File: src/rtl/seq_hit_counter_pkg.sv
// Shared encodings for the hit counter: FSM states, display constants, BCD limit.
package seq_pkg;
    typedef enum logic [1:0] {
        ST_RUN  = 2'b00,
        ST_HOLD = 2'b01,
        ST_OVF  = 2'b10
    } state_t;

    localparam logic [6:0] SEG_OFF  = 7'b1111111;
    localparam logic [6:0] SEG_ZERO = 7'b1000000;
    localparam logic [3:0] BCD_MAX  = 4'd9;
    localparam logic [1:0] AN_UNITS = 2'b10;
    localparam logic [1:0] AN_TENS  = 2'b01;
endpackage

File: src/rtl/seq_hit_counter_seg7_decode.sv
// BCD digit to active-low common-anode segments {g,f,e,d,c,b,a}; codes 10-15 blank.
module seg7_decode
    import seq_pkg::*;
(
    input  logic [3:0] i_bcd,
    output logic [6:0] o_seg
);
    always_comb begin
        o_seg = SEG_OFF;
        case (i_bcd)
            4'd0:    o_seg = 7'b1000000;
            4'd1:    o_seg = 7'b1111001;
            4'd2:    o_seg = 7'b0100100;
            4'd3:    o_seg = 7'b0110000;
            4'd4:    o_seg = 7'b0011001;
            4'd5:    o_seg = 7'b0010010;
            4'd6:    o_seg = 7'b0000010;
            4'd7:    o_seg = 7'b1111000;
            4'd8:    o_seg = 7'b0000000;
            4'd9:    o_seg = 7'b0010000;
            default: o_seg = SEG_OFF;
        endcase
    end
endmodule

File: src/rtl/seq_hit_counter.sv
// Counts rising edges of the detector hit in 2-digit BCD with sticky overflow,
// clear/hold control, and drives a scanned 2-digit active-low 7-segment display.
module seq_hit_counter
    import seq_pkg::*;
#(
    parameter int SCAN_DIV = 16
) (
    input  logic       c,
    input  logic       res,
    input  logic       hit,
    input  logic       clr,
    input  logic       hold,
    output logic [3:0] ones,
    output logic [3:0] tens,
    output logic       ovf,
    output logic [6:0] seg,
    output logic [1:0] an,
    output logic [1:0] st
);
    localparam int              SW        = $clog2(SCAN_DIV);
    localparam logic [SW-1:0]   SCAN_LAST = SW'(SCAN_DIV - 1);

    state_t        r_st;
    logic [3:0]    r_ones;
    logic [3:0]    r_tens;
    logic          r_ovf;
    logic          r_hit_q;
    logic [SW-1:0] r_scan;
    logic [1:0]    r_an;
    logic [6:0]    r_seg;

    state_t        w_st_nxt;
    logic [3:0]    w_ones_nxt;
    logic [3:0]    w_tens_nxt;
    logic          w_ovf_nxt;
    logic          w_rise;
    logic          w_scan_term;
    logic [1:0]    w_an_nxt;
    logic [3:0]    w_digit;
    logic [6:0]    w_seg;

    assign w_rise = hit & ~r_hit_q;

    always_comb begin
        w_st_nxt   = r_st;
        w_ones_nxt = r_ones;
        w_tens_nxt = r_tens;
        w_ovf_nxt  = r_ovf;
        if (clr) begin
            w_st_nxt   = ST_RUN;
            w_ones_nxt = 4'd0;
            w_tens_nxt = 4'd0;
            w_ovf_nxt  = 1'b0;
        end else begin
            case (r_st)
                ST_RUN: begin
                    if (hold) begin
                        w_st_nxt = ST_HOLD;
                    end else if (w_rise) begin
                        if (r_ones == BCD_MAX && r_tens == BCD_MAX) begin
                            w_ovf_nxt = 1'b1;
                            w_st_nxt  = ST_OVF;
                        end else if (r_ones == BCD_MAX) begin
                            w_ones_nxt = 4'd0;
                            w_tens_nxt = r_tens + 4'd1;
                        end else begin
                            w_ones_nxt = r_ones + 4'd1;
                        end
                    end
                end
                ST_HOLD: if (!hold) w_st_nxt = ST_RUN;
                ST_OVF:  w_st_nxt = ST_OVF;
                default: w_st_nxt = ST_RUN;
            endcase
        end
    end

    // Segments decode the post-edge digit so they never lag the count or the anode.
    assign w_scan_term = (r_scan == SCAN_LAST);
    assign w_an_nxt    = w_scan_term ? ~r_an : r_an;
    assign w_digit     = (w_an_nxt == AN_UNITS) ? w_ones_nxt : w_tens_nxt;

    seg7_decode u_dec (
        .i_bcd (w_digit),
        .o_seg (w_seg)
    );

    always_ff @(posedge c) begin
        if (!res) begin
            r_st    <= ST_RUN;
            r_ones  <= 4'd0;
            r_tens  <= 4'd0;
            r_ovf   <= 1'b0;
            r_hit_q <= 1'b0;
            r_scan  <= '0;
            r_an    <= AN_UNITS;
            r_seg   <= SEG_ZERO;
        end else begin
            r_st    <= w_st_nxt;
            r_ones  <= w_ones_nxt;
            r_tens  <= w_tens_nxt;
            r_ovf   <= w_ovf_nxt;
            r_hit_q <= hit;
            r_scan  <= w_scan_term ? '0 : r_scan + SW'(1);
            r_an    <= w_an_nxt;
            r_seg   <= w_seg;
        end
    end

    assign ones = r_ones;
    assign tens = r_tens;
    assign ovf  = r_ovf;
    assign seg  = r_seg;
    assign an   = r_an;
    assign st   = r_st;
endmodule

File: config.mk
export PLATFORM = sky130hd
export DESIGN_NAME = seq_hit_counter
export DESIGN_NICKNAME = d
export VERILOG_FILES = /design/src/rtl/seq_hit_counter_pkg.sv /design/src/rtl/seq_hit_counter_seg7_decode.sv /design/src/rtl/seq_hit_counter.sv
export SDC_FILE = /design/constraint.sdc
export NUM_CORES = 1
export LEC_CHECK = 0
export CORE_ASPECT_RATIO = 1.2
export CORE_MARGIN = 2
export CORE_UTILIZATION = 55
export DETAILED_ROUTE_END_ITERATION = 8
export GPL_TIMING_DRIVEN = 0
export HOLD_SLACK_MARGIN = 0.03
export MAX_ROUTING_LAYER = met4
export PLACE_DENSITY = 0.93
export SYNTH_ARGS = -nofsm -noshare
export SYNTH_HDL_FRONTEND = slang
export SYNTH_SLANG_ARGS = --single-unit
File: constraint.sdc
create_clock -name c -period 4.9 [get_ports c]
set_input_delay 0.98 -clock c [delete_from_list [all_inputs] [get_ports c]]
set_output_delay 0.98 -clock c [all_outputs]
set_load 0.005 [all_outputs]
==> results.sh, run 1 <==
export IMPL_min_period_ns=3.402
export IMPL_synth_edf_count=0
export IMPL_path_max_fanout=8
export IMPL_wl_per_cell_um=13.45
export IMPL_synthesis_nets=147
export IMPL_clkTransAtPathRegs_ns=0.13
export IMPL_drtIter0Drc=12
export IMPL_worst_clock_skew_ns=0.007444
export IMPL_async_reset_ff_frac=0
export IMPL_min_period_over_period=0.6942
export IMPL_critical_path_class="in -> reg"
export IMPL_min_path_cells=1
export IMPL_r2r_end="seg[5]$_SDFF_PN0_"
export IMPL_critPathBufInv=2
export IMPL_row_count=19
export IMPL_cts_tree="built"
export IMPL_drt_pre_antenna_iters=4
export IMPL_drt_antenna_violating_nets=0
export IMPL_dp_hpwl_um=2080
export IMPL_finalSetupViolCount=0
export IMPL_multi_input_area_um2=800.8
export IMPL_ff2ff_path_depth=11
export IMPL_yosysTopAreaCell="dfxtp_1"
export IMPL_syn_area_mm2=0.001343
export IMPL_insertion_delay_ns=0.30
export IMPL_fillers=192
export IMPL_required_ns=5.15
export IMPL_cts_resized=0
export IMPL_pwr_share_clk=0.269
export IMPL_fin_cells=191
export IMPL_avgSynthCellArea_um2=10.17
export IMPL_critPathLaunchType="input port"
export IMPL_intPower_uw=253.6
export IMPL_hold_slack_ns=0.4797
export IMPL_min_from="st[0]$_SDFFE_PP0P_"
export IMPL_ff_latch_area_um2=500.5
export IMPL_die_w_um=49.10
export IMPL_min_path_type="reg -> reg"
export IMPL_synth_top_cell_area_share=0.3728
export IMPL_io_buffer_count=24
export IMPL_layout_common_cells="25 x dfxtp_1, 24 x clkdlybuf4s50_1, 13 x nor2_1"
export IMPL_p_per_area_mw_per_mm2=199.2
export IMPL_syn_instance_count=132
export IMPL_design_area_mm2=0.001648
export IMPL_root_buffer="clkbuf_4"
export IMPL_ys_ff_latch=25
export IMPL_cts_max_level=1
export IMPL_synth_yosys_seq_area_share=0.3728
export IMPL_slew_headroom=0.6941
export IMPL_layout_drive_gt1_share=0.1563
export IMPL_synthFlopType="dfxtp_1"
export IMPL_die_area_mm2=0.002854
export IMPL_rsz0062_at_grt="false"
export IMPL_fin_total_pwr_uw=328.3
export IMPL_path_delay_family="buffers and inverters"
export IMPL_antenna_found_initial=0
export IMPL_overflow=0
export IMPL_crit_chain="clkdlybuf4s50_1 > nor3b_4 > nand4_4 > mux2_4 > a221oi_4 > inv_1 > ha_1 > mux2_2 > a21oi_1"
export IMPL_p_switching_uw=74.74
export IMPL_numCtsBuffers=3
export IMPL_fmax_mhz=294.0
export IMPL_clock_sinks=25
export IMPL_die_h_um=58.12
export IMPL_placed_cells=187
export IMPL_antenna_cells=0
export IMPL_crit_path_max_incr_delay_ns=0.48
export IMPL_final_common_cell="dfxtp_1"
export IMPL_slew_viol_final=0
export IMPL_route_detailed_drc=0
export IMPL_io_pins=25
export IMPL_swShare=0.2276
export IMPL_arrival_ns=3.65
export IMPL_grt_pass1_vias=992
export IMPL_area_growth_pct=22.74
export IMPL_num_vias=1036
export IMPL_cp_end_kind="register"
export IMPL_grt_start_max_net_pins=14
export IMPL_wirelength_um=2569
export IMPL_worstMarginPinSlew_ns=0.4584
export IMPL_post_cts_buffers=0
export IMPL_power_leakage_nw=0.6258
export IMPL_clk_path_buf_depth=2
export IMPL_viasPerCell=5.424
export IMPL_cts_hold_buf=0
export IMPL_gp_congestion=0.8111
export IMPL_min_to="st[1]$_SDFFE_PP0P_"
export IMPL_coreArea_mm2=0.002306
export IMPL_nets=176
export IMPL_synth_area_leaders="dfxtp_1 37%, ha_1 9.3%, a21oi_1 3.7%, nor2_1 3.6%, xor2_1 2.6%"
export IMPL_p_comb_frac=0.089
export IMPL_synthDistinctLibCells=49
export IMPL_tns_ns=0
export IMPL_seq_power_share=0.642
export IMPL_ys_warn_count=0
export IMPL_r2r_start="ones[1]$_SDFF_PN0_"
export IMPL_outcome="finished, final reports clean"
export IMPL_placed_cell_area_mm2=0.001622
export IMPL_grt_use_total=0.1973
export IMPL_grt_pass1_wl_um=4243
export IMPL_vdd_drop_max_mv=0.1468
export IMPL_start_util=0.5822
export IMPL_finalHoldViolCount=0
export IMPL_cap_viol_max_count=0
export IMPL_crit_slowest_cell="clkdlybuf4s50_1"
export IMPL_reg2reg_setup_slack_ns=2.12
## per-stage QoR
| step | utilization | worst slack, ns |
|---|---|---|
| after global routing | 0.7146 | 1.348 |
| after floorplan | - | 1.956 |
| after CTS | 0.7146 | 1.513 |
| after global placement | 0.7032 | 1.284 |
| final | 0.7146 | 1.498 |
| after detailed placement | 0.7032 | 1.182 |
## flip-flops by register name, summed over array words and instances, names as in the netlist
name and cells:
an 2, ones 4, ovf 1, r_hit_q 1, r_scan 4, seg 7
st 2, tens 4
## cell type report
cell class                      instances  share of cell area
Multi-Input combinational cell         97              0.4860
Sequential cell                        25              0.3037
Timing Repair Buffer                   24              0.1458
Tap cell                               31             0.02354
Inverter                                8             0.01822
Clock buffer                            4             0.01595
Buffer                                  2            0.006834
## how the worst max path moves through the flow
stage,from,to,slack (ns),cells past startpoint
finish,hold,seg[5]$_SDFF_PN0_,1.50,9
global route,hold,seg[5]$_SDFF_PN0_,1.35,9
CTS,hold,seg[5]$_SDFF_PN0_,1.51,9
detailed placement,hold,seg[5]$_SDFF_PN0_,1.18,9
global placement,hold,seg[3]$_SDFF_PN0_,1.28,10
floorplan,hold,seg[5]$_SDFF_PN0_,1.96,8
## synthesized netlist by cell type, types with 2 or more instances
library cell	number
dfxtp_1	25
nor2_1	13
a21oi_1	10
ha_1	10
inv_1	8
a31oi_1	5
nand2_1	4
nor2b_1	4
xor2_1	4
and3_1	3
mux2i_1	3
a21boi_0	2
a2bb2oi_2	2
mux2_2	2
nand4_1	2
nor2_2	2
## cells by family (layout without fill, tap and decap cells)
family,count (synthesis),count (layout),synth area share
multiplexers,9,9,0.08573
buffers and inverters,10,38,0.03076
flip-flops,25,25,0.3728
AND/OR/NAND/NOR,43,43,0.2004
AO/OA/AOI/OAI,30,30,0.1845
adder cells (fa/ha/maj),10,10,0.09320
XOR/XNOR,5,5,0.03262
## metal layers
layer	vias to the layer above	share of wire	wire length [um]	global-route usage
met2	18	0.53	1359	0.3649
met3	4	0.026	66	0.02062
met4	0	0.017	43	0.09388
met1	486	0.43	1100	0.2088
li1	528	-	-	-
met5	-	0	0	-
## power by group through the flow
stage | logic, mW | clock network, mW | registers, mW
final | 0.0292 | 0.0882 | 0.211
after global routing | 0.0327 | 0.0981 | 0.211
after floorplan | 0.0171 | 0 | 0.215
after CTS | 0.0295 | 0.0914 | 0.211
after detailed placement | 0.0293 | 0 | 0.215
after global placement | 0.0279 | 0 | 0.215
Power figures use the tool's default switching activity.
==> run 2: changes to the inputs <==
CORE_UTILIZATION = 51   (was 55)
PLACE_DENSITY = 0.87   (was 0.93)
clock period = 3.3 ns   (was 4.9 ns; I/O delays follow)
==> run 2 against run 1 <==
Worst setup slack got worse by 1.2 ns. Critical path type unchanged. Highest routed layer unchanged. Non-clock buffer count unchanged. Register-to-register slack worse by 1.6 ns. Global-route usage is 0.099 points lower. Sequential cell count did not move. Largest power group unchanged. Hold slack got worse by 0.0045 ns.
==> results.sh, run 2 (synthesis results as in run 1) <==
export IMPL_insertion_delay_ns=0.31
export IMPL_outcome="finished, final reports clean"
export IMPL_ff_latch_area_um2=500.5
export IMPL_worst_clock_skew_ns=0.005448
export IMPL_placed_cells=189
export IMPL_die_w_um=50.84
export IMPL_grt_pass1_wl_um=4347
export IMPL_root_buffer="clkbuf_4"
export IMPL_wirelength_um=2593
export IMPL_path_max_fanout=8
export IMPL_layout_drive_gt1_share=0.1625
export IMPL_r2r_start="ones[1]$_SDFF_PN0_"
export IMPL_start_util=0.5312
export IMPL_final_util=0.6535
export IMPL_clkTransAtPathRegs_ns=0.13
export IMPL_cp_startpoint="hold"
export IMPL_fillers=226
export IMPL_min_path_type="reg -> reg"
export IMPL_route_detailed_drc=0
export IMPL_cts_resized=0
export IMPL_final_common_cell="dfxtp_1"
export IMPL_die_area_mm2=0.003061
export IMPL_dp_hpwl_um=2078
export IMPL_grt_pass1_vias=1038
export IMPL_multi_input_area_um2=800.8
export IMPL_gp_congestion=0.8597
export IMPL_slew_headroom=0.7085
export IMPL_die_h_um=60.21
export IMPL_io_pins=25
export IMPL_fin_total_pwr_uw=487.7
export IMPL_layout_common_cells="25 x dfxtp_1, 24 x clkdlybuf4s50_1, 13 x nor2_1"
export IMPL_io_buffer_count=24
export IMPL_cts_hold_buf=0
export IMPL_min_period_over_period=0.9093
export IMPL_power_leakage_nw=0.6286
export IMPL_grt_start_max_net_pins=15
export IMPL_post_cts_buffers=0
export IMPL_drt_antenna_violating_nets=0
export IMPL_dp_slack_ns=-0.04707
export IMPL_fmax_mhz=333.3
export IMPL_clock_sinks=25
export IMPL_critical_path_class="in -> reg"
export IMPL_rsz0062_at_grt="false"
export IMPL_drtIter0Drc=15
export IMPL_finalHoldViolCount=0
export IMPL_finalSetupViolCount=0
export IMPL_area_growth_pct=23.02
export IMPL_coreArea_mm2=0.002527
export IMPL_arrival_ns=3.25
export IMPL_cts_max_level=1
export IMPL_critPathLaunchType="input port"
export IMPL_design_area_mm2=0.001652
export IMPL_largest_reg_flops=7
export IMPL_num_vias=1057
export IMPL_numCtsBuffers=3
export IMPL_cts_tree="built"
export IMPL_slew_viol_final=0
export IMPL_required_ns=3.55
export IMPL_grt_use_total=0.1963
export IMPL_cap_viol_max_count=0
export IMPL_wl_per_cell_um=13.44
export IMPL_min_from="st[0]$_SDFFE_PP0P_"
export IMPL_viasPerCell=5.477
export IMPL_overflow=0
export IMPL_cp_end_kind="register"
export IMPL_vdd_drop_max_mv=0.3033
export IMPL_nets=176
export IMPL_drt_pre_antenna_iters=5
export IMPL_clk_path_buf_depth=2
export IMPL_antenna_cells=0
export IMPL_fin_cells=193
export IMPL_p_per_area_mw_per_mm2=295.3
export IMPL_worstMarginPinSlew_ns=0.4368
export IMPL_antenna_found_initial=0
export IMPL_placed_cell_area_mm2=0.001624
export IMPL_finalWorstSetupSlack_ns=0.2993
export IMPL_row_count=20
export IMPL_min_period_ns=3.001
run 2: cell types whose count changed in the layout (fill, tap and decap cells not counted):
cell | previous run | this run
clkbuf_1 | 2 | 1
clkinv_2 | 0 | 1
run 2: worst max-delay path, stage by stage:
cell and delay [ns]:
clkdlybuf4s50_1 0.45, nor3b_4 0.42, nand4_4 0.15, mux2_4 0.35, a221oi_4 0.43, inv_1 0.15
ha_1 0.24, mux2_2 0.26, a21oi_1 0.13
run 2: worst paths after layout:
check / to / slack [ns] / cells past startpoint
setup / recovery: seg[5]$_SDFF_PN0_ / 0.30 / 9
hold reg to reg: st[1]$_SDFFE_PP0P_ / 0.48 / 1
setup reg to reg: seg[5]$_SDFF_PN0_ / 0.54 / 11
hold / removal: st[1]$_SDFFE_PP0P_ / 0.48 / 1
run 2: power by group:
group | internal, mW | switching, mW
combinational | 0.0214 | 0.0221
clock | 0.0454 | 0.0857
sequential | 0.308 | 0.00517
run 2: layout make-up:
class | count | share of cell area
sequential | 25 | 0.3030
tap | 33 | 0.02500
buffer | 2 | 0.006818
clock inverter | 1 | 0.003030
clock buffer | 3 | 0.01364
multi-input combinational | 97 | 0.4848
timing repair buffer | 24 | 0.1455
inverter | 8 | 0.01818
run 2: metrics by stage:
stage          hold slack [ns]  TNS [ns]
2_1_floorplan           0.4305         0
3_3_place_gp            0.4433         0
3_5_place_dp            0.4625  -0.09210
4_1_cts                 0.4811         0
5_1_grt                 0.5002         0
6_report                0.4752         0
run 2: metal layers:
layer,global-route usage,vias up,routed length (um),part of all wire
li1,-,528,-,-
met1,0.2022,504,1068,0.41
met2,0.3703,21,1427,0.55
met3,0.01500,4,50,0.019
met4,0.1042,0,46,0.018
met5,-,-,0,0
==> run 3: changes to the inputs <==
CAP_MARGIN = 5   (was unset)
SLEW_MARGIN = 20   (was unset)
==> results of run 3 <==
Final layout, timing and power as in run 2 (identical DEF).
